File: config.mk
export PLATFORM = sky130hd
export DESIGN_NAME = ram_arbiter2_flat
export DESIGN_NICKNAME = d
export VERILOG_FILES = /design/src/rtl/ram_arbiter2_if.sv /design/src/rtl/ram_arbiter2.sv /design/src/flat_wrapper.sv
export SDC_FILE = /design/constraint.sdc
export NUM_CORES = 1
export LEC_CHECK = 0
export CORE_MARGIN = 1
export CORE_UTILIZATION = 39
export DETAILED_ROUTE_END_ITERATION = 6
export PLACE_DENSITY = 0.82
export SLEW_MARGIN = 20
export SYNTH_ARGS = -nofsm -noshare
export SYNTH_HDL_FRONTEND = slang
export SYNTH_SLANG_ARGS = --single-unit
File: constraint.sdc
create_clock -name clk -period 3.1 [get_ports clk]
set_input_delay 0.93 -clock clk [delete_from_list [all_inputs] [get_ports clk]]
set_output_delay 0.93 -clock clk [all_outputs]
set_load 0.1 [all_outputs]
File: src/rtl/ram_arbiter2_if.sv
// rtl/ram_arbiter2_if.sv - requester A/B and RAM signal bundle for ram_arbiter2
interface ram_arbiter2_if #(
  parameter int Data_width = 32,
  parameter int Addr_width = 7
);
  logic                  a_req;
  logic                  b_req;
  logic                  a_we;
  logic                  b_we;
  logic [Addr_width-1:0] a_addr;
  logic [Addr_width-1:0] b_addr;
  logic [Data_width-1:0] a_wdata;
  logic [Data_width-1:0] b_wdata;
  logic                  a_gnt;
  logic                  b_gnt;
  logic                  a_rvalid;
  logic                  b_rvalid;
  logic [Data_width-1:0] a_rdata;
  logic [Data_width-1:0] b_rdata;
  logic                  ram_we;
  logic [Addr_width-1:0] ram_address;
  logic [Data_width-1:0] ram_d;
  logic [Data_width-1:0] ram_q;

  modport slave (
    input  a_req, b_req, a_we, b_we, a_addr, b_addr, a_wdata, b_wdata, ram_q,
    output a_gnt, b_gnt, a_rvalid, b_rvalid, a_rdata, b_rdata,
    output ram_we, ram_address, ram_d
  );

  modport master (
    output a_req, b_req, a_we, b_we, a_addr, b_addr, a_wdata, b_wdata, ram_q,
    input  a_gnt, b_gnt, a_rvalid, b_rvalid, a_rdata, b_rdata,
    input  ram_we, ram_address, ram_d
  );
endinterface

File: src/rtl/ram_arbiter2.sv
// rtl/ram_arbiter2.sv - round-robin, burst-limited two-requester scheduler for a single-port RAM
module ram_arbiter2 #(
  parameter int Data_width = 32,
  parameter int Addr_width = 7,
  parameter int MAX_BURST  = 4
) (
  input  logic           clk,
  input  logic           rst_n,
  ram_arbiter2_if.slave  bus
);

  typedef enum logic {
    OWN_A = 1'b0,
    OWN_B = 1'b1
  } owner_t;

  localparam logic [3:0] MaxBurst = 4'(MAX_BURST);

  owner_t                r_last_owner;
  owner_t                w_last_owner_nxt;
  logic [3:0]            r_burst_cnt;
  logic [3:0]            w_burst_cnt_nxt;
  logic                  r_rd_pend_a;
  logic                  r_rd_pend_b;
  logic [Data_width-1:0] r_a_rdata;
  logic [Data_width-1:0] r_b_rdata;
  logic                  w_win_a;
  logic                  w_win_b;
  logic                  w_keep_owner;

  always_ff @(posedge clk or negedge rst_n) begin
    if (!rst_n) begin
      r_last_owner <= OWN_B;
      r_burst_cnt  <= '0;
      r_rd_pend_a  <= 1'b0;
      r_rd_pend_b  <= 1'b0;
      r_a_rdata    <= '0;
      r_b_rdata    <= '0;
    end else begin
      r_last_owner <= w_last_owner_nxt;
      r_burst_cnt  <= w_burst_cnt_nxt;
      r_rd_pend_a  <= w_win_a & ~bus.a_we;
      r_rd_pend_b  <= w_win_b & ~bus.b_we;
      if (r_rd_pend_a) r_a_rdata <= bus.ram_q;
      if (r_rd_pend_b) r_b_rdata <= bus.ram_q;
    end
  end

  always_comb begin
    w_win_a          = 1'b0;
    w_win_b          = 1'b0;
    w_last_owner_nxt = r_last_owner;
    w_burst_cnt_nxt  = '0;
    bus.a_gnt        = 1'b0;
    bus.b_gnt        = 1'b0;
    bus.ram_we       = 1'b0;
    bus.ram_address  = bus.a_addr;
    bus.ram_d        = '0;
    // A zero count means no burst is running, so contention goes to the other side.
    w_keep_owner     = (r_burst_cnt != 4'd0) && (r_burst_cnt < MaxBurst);

    if (rst_n) begin
      if (bus.a_req && bus.b_req) begin
        w_win_a = w_keep_owner ? (r_last_owner == OWN_A) : (r_last_owner == OWN_B);
        w_win_b = ~w_win_a;
      end else begin
        w_win_a = bus.a_req;
        w_win_b = bus.b_req;
      end
    end

    if (w_win_a) begin
      bus.a_gnt       = 1'b1;
      bus.ram_we      = bus.a_we;
      bus.ram_address = bus.a_addr;
      bus.ram_d       = bus.a_wdata;
    end else if (w_win_b) begin
      bus.b_gnt       = 1'b1;
      bus.ram_we      = bus.b_we;
      bus.ram_address = bus.b_addr;
      bus.ram_d       = bus.b_wdata;
    end

    if (w_win_a || w_win_b) begin
      if ((w_win_a && r_last_owner == OWN_A) || (w_win_b && r_last_owner == OWN_B)) begin
        w_burst_cnt_nxt = (r_burst_cnt >= MaxBurst) ? MaxBurst : r_burst_cnt + 4'd1;
      end else begin
        w_last_owner_nxt = w_win_a ? OWN_A : OWN_B;
        w_burst_cnt_nxt  = 4'd1;
      end
    end
  end

  // The RAM already registers q, so the pending cycle passes it straight through.
  assign bus.a_rvalid = r_rd_pend_a;
  assign bus.b_rvalid = r_rd_pend_b;
  assign bus.a_rdata  = r_rd_pend_a ? bus.ram_q : r_a_rdata;
  assign bus.b_rdata  = r_rd_pend_b ? bus.ram_q : r_b_rdata;

endmodule

File: src/flat_wrapper.sv
// flat-port wrapper written by rule: the top's interface ports become plain ports
module ram_arbiter2_flat 
#(
  parameter int Data_width = 32,
  parameter int Addr_width = 7,
  parameter int MAX_BURST  = 4
)
  (clk, rst_n, bus_a_req, bus_b_req, bus_a_we, bus_b_we, bus_a_addr, bus_b_addr, bus_a_wdata, bus_b_wdata, bus_ram_q, bus_a_gnt, bus_b_gnt, bus_a_rvalid, bus_b_rvalid, bus_a_rdata, bus_b_rdata, bus_ram_we, bus_ram_address, bus_ram_d);
  ram_arbiter2_if #(.Data_width(Data_width), .Addr_width(Addr_width)) bus_i ();
  input  logic clk;
  input  logic rst_n;
  input wire logic [$bits(bus_i.a_req)-1:0] bus_a_req;
  input wire logic [$bits(bus_i.b_req)-1:0] bus_b_req;
  input wire logic [$bits(bus_i.a_we)-1:0] bus_a_we;
  input wire logic [$bits(bus_i.b_we)-1:0] bus_b_we;
  input wire logic [$bits(bus_i.a_addr)-1:0] bus_a_addr;
  input wire logic [$bits(bus_i.b_addr)-1:0] bus_b_addr;
  input wire logic [$bits(bus_i.a_wdata)-1:0] bus_a_wdata;
  input wire logic [$bits(bus_i.b_wdata)-1:0] bus_b_wdata;
  input wire logic [$bits(bus_i.ram_q)-1:0] bus_ram_q;
  output wire logic [$bits(bus_i.a_gnt)-1:0] bus_a_gnt;
  output wire logic [$bits(bus_i.b_gnt)-1:0] bus_b_gnt;
  output wire logic [$bits(bus_i.a_rvalid)-1:0] bus_a_rvalid;
  output wire logic [$bits(bus_i.b_rvalid)-1:0] bus_b_rvalid;
  output wire logic [$bits(bus_i.a_rdata)-1:0] bus_a_rdata;
  output wire logic [$bits(bus_i.b_rdata)-1:0] bus_b_rdata;
  output wire logic [$bits(bus_i.ram_we)-1:0] bus_ram_we;
  output wire logic [$bits(bus_i.ram_address)-1:0] bus_ram_address;
  output wire logic [$bits(bus_i.ram_d)-1:0] bus_ram_d;
  assign bus_i.a_req = bus_a_req;
  assign bus_i.b_req = bus_b_req;
  assign bus_i.a_we = bus_a_we;
  assign bus_i.b_we = bus_b_we;
  assign bus_i.a_addr = bus_a_addr;
  assign bus_i.b_addr = bus_b_addr;
  assign bus_i.a_wdata = bus_a_wdata;
  assign bus_i.b_wdata = bus_b_wdata;
  assign bus_i.ram_q = bus_ram_q;
  assign bus_a_gnt = bus_i.a_gnt;
  assign bus_b_gnt = bus_i.b_gnt;
  assign bus_a_rvalid = bus_i.a_rvalid;
  assign bus_b_rvalid = bus_i.b_rvalid;
  assign bus_a_rdata = bus_i.a_rdata;
  assign bus_b_rdata = bus_i.b_rdata;
  assign bus_ram_we = bus_i.ram_we;
  assign bus_ram_address = bus_i.ram_address;
  assign bus_ram_d = bus_i.ram_d;
  ram_arbiter2 #(.Data_width(Data_width), .Addr_width(Addr_width), .MAX_BURST(MAX_BURST)) u_core (.clk(clk), .rst_n(rst_n), .bus(bus_i));
endmodule
==> results.yml <==
status:
  run_status: "finished with violations"
  violations: "negative setup slack"
sta:
  tns_ns: -0.594
  max_freq_mhz: 316
  clock_skew_ns: 0.00763
  tightest_slew_ns: 0.540
  holdWs_ns: 0.536
  setup_viol: 30
  relSlewSlack: 0.640
  grt_setup_unrepaired: "yes"
  slew_viol_final: 0
  layout_setup_ws_ns: -0.0601
  timing.final.crit_period_ns: 3.16
  fin_crit_sh: 1.02
  hold_viol: 0
critical_path:
  cp-start-kind: "register"
  worstPathArrival_ns: 2.23
  required_ns: 2.17
  timing.rr.end: "u_core.r_burst_cnt[1]$_DFF_PN0_"
  r2r_start: "u_core.r_burst_cnt[1]$_DFF_PN0_"
  cpPeakStageDelay_ns: 0.54
  crit_family: "simple AND/OR/NAND/NOR gates"
  critPathBufInv: 3
  critical_path_class: "register to output pin"
  critPathCaptureType: "output pin"
  crit_chain: "inv_2, ha_4, or4_4, buf_12, a31oi_2, o21a_2, buf_12"
  reg2reg_depth: 5
  cp_max_fo: 24
  cp_slowest_cell: "or4_4"
  ff2ff_setup_slack_ns: 1.07
  cpMostUsedCell: "buf_12"
  cp_num_cells: 7
routing:
  drtIter0Drc: 121
  vias_per_cell: 5.35
  vias: 3934
  drc: 0
  wl_per_cell_um: 19.2
  first_pass_iters: 4
  ant_nets: 0
  routed_wl_um: 14100
clocking:
  root_buffer: "clkbuf_8"
  cts_tree: "built"
  cts_made_buffers: 9
  cts.path.max_buffers: 2
  clk_pin_slew_ns: 0.07
  h-tree-depth: 3
  clk_latency_ns: 0.34
  cts.sinks: 71
synthesis:
  synth.largest_area_cell: "dfrtp_1"
  synth_top_cell_area_share: 0.443
  synth_edf_count: 0
  synth.avg_cell_area_sq_um: 10.3
  ys_top_cells_by_area: "dfrtp_1, mux2_2, nand2_1, o21a_1, a211oi_1"
  post_synth_inst_count: 383
  yosys_warnings: 0
  synth_nets: 501
  synthFlopType: "dfrtp_1"
  syn_area_sq_um: 3950
  async_flop_share: 1.00
  synth_seq_cells: 71
  synth.distinct_cells: 31
  ys_seq_area_frac: 0.450
die:
  io_pins: 224
  core-area_sq_um: 9820
  start_util: 0.403
  die_y_um: 103
  die_w_um: 103
  dieArea_sq_um: 10500
  rows: 36
cells_and_area:
  nNetsFinal: 714
  final-instance-count-excl-fill: 735
  area_growth_syn_to_layout_pct: 100
  fin_util: 0.806
  layout_common_cells: "buf_12, clkdlybuf4s50_1, nand2_1, dfrtp_1, mux2_2"
  drive_gt1_frac: 0.463
  fillerInstances: 544
  layout.cells.most_common: "buf_12"
power_and_ir_drop:
  seqPwrFrac: 0.194
  p_sw_w: 0.00327
  ir_drop_mv: 0.490
  p_int_w: 0.00323
  power_w: 0.00650
  leakage_nw: 3.28
  swShare: 0.503
  power.share.clock: 0.127
  p_per_area_nw_per_um2: 821
  pwr-share-comb: 0.680
grt:
  grt_max_degree: 111
  grt_pass1_vias: 4081
  grt_overflow: 0
  grt_first_pass_wirelength_um: 21200
  antenna_found_initial: 1
  track_usage: 0.266
place:
  dp.cells: 712
  port_buffers: 223
  place_congestion: 0.838
  hpwl_um: 10200
min_path:
  whs_path_depth: 1
  hp-class: "register to register"
  hold_path.startpoint: "u_core.r_a_rdata[11]$_DFF_PN0_"
  whs_endpoint: "u_core.r_a_rdata[11]$_DFF_PN0_"
flow_run:
  maxCapViolations: 0
[metrics by stage]
stage / area (sq um) / setup slack (ns)
2_1_floorplan: 4030 / -0.751
3_5_place_dp: 7520 / -0.426
3_3_place_gp: 7520 / -0.364
4_1_cts: 7830 / -0.0706
5_1_grt: 7910 / -0.128
6_report: 7920 / -0.0601
[logic make-up (layout without fill, tap and decap cells)]
logic type,count (synthesis),count (layout),share of synthesized area
adder cells (fa/ha/maj),2,2,0.00633
flip-flops,71,71,0.450
buffers and inverters,48,266,0.0500
other,1,2,0.000948
multiplexers,71,71,0.202
AND/OR/NAND/NOR,77,77,0.0807
AO/OA/AOI/OAI,113,113,0.210
[worst max path at each step]
stage	start	end
after floorplan	bus_a_req	bus_ram_address[0]
after global placement	bus_a_req	bus_ram_address[6]
after detailed placement	bus_a_req	bus_ram_address[4]
after CTS	u_core.r_burst_cnt[1]$_DFF_PN0_	bus_ram_d[1]
after global routing	u_core.r_burst_cnt[1]$_DFF_PN0_	bus_ram_d[7]
final	u_core.r_burst_cnt[1]$_DFF_PN0_	bus_ram_d[1]
[repair_timing]
item                                   4_1_cts  5_1_grt
endpoints found under the hold margin        0        0
setup endpoints to repair                   42       41
pin swaps                                    2        3
hold buffers                                 0        0
resized for setup                           13       13
setup buffers                                5        1
[per-layer routing]
| layer | track usage | wire length [um] | vias to the layer above |
|---|---|---|---|
| met4 | 0.102 | 308 | 0 |
| met2 | 0.477 | 7280 | 207 |
| met1 | 0.287 | 5000 | 1893 |
| li1 | - | - | 1808 |
| met5 | 0 | 0 | - |
| met3 | 0.0936 | 1510 | 26 |
[layout make-up]
cell class | count | area (sq um) | area share
clock inverter | 3 | 65.1 | 0.00822
timing repair buffer | 247 | 3550 | 0.448
inverter | 3 | 11.3 | 0.00142
antenna | 1 | 2.50 | 0.000316
tap | 133 | 166 | 0.0210
clock buffer | 13 | 159 | 0.0201
multi-input combinational | 264 | 2180 | 0.276
sequential | 71 | 1780 | 0.225
[worst register-to-register path, stage by stage, from the launching register on]
cell,delay [ns]
dfrtp_1,0.37
inv_2,0.06
ha_4,0.17
or4_4,0.54
a311o_1,0.41
a2111oi_2,0.36
[power groups by stage]
stage / Combinational (W) / Sequential (W) / Clock [W]
after floorplan: 0.00272 / 0.00123 / 0
after detailed placement: 0.00438 / 0.00127 / 0
after global placement: 0.00431 / 0.00124 / 0
final: 0.00442 / 0.00126 / 0.000824
after CTS: 0.00441 / 0.00126 / 0.000847
after global routing: 0.00453 / 0.00128 / 0.000878
[sequential cells by signal, summed over array words and instances (netlist names)]
name / flops
u_core.r_last_owner: 1
u_core.r_burst_cnt: 4
u_core.r_b_rdata: 32
u_core.bus.a_rvalid: 1
u_core.bus.b_rvalid: 1
u_core.r_a_rdata: 32
[cells in the mapped netlist, types with 2 or more instances]
cell / count
clkbuf_1: 34
dfrtp_1: 70
buf_2: 2
inv_1: 3
nor2b_1: 2
nand2_1: 69
buf_6: 2
mux2_2: 71
buf_1: 7
a31oi_1: 34
a21oi_1: 3
ha_1: 2
a211oi_1: 33
o21a_1: 34
Note: power is estimated with default switching activity, not from simulation.
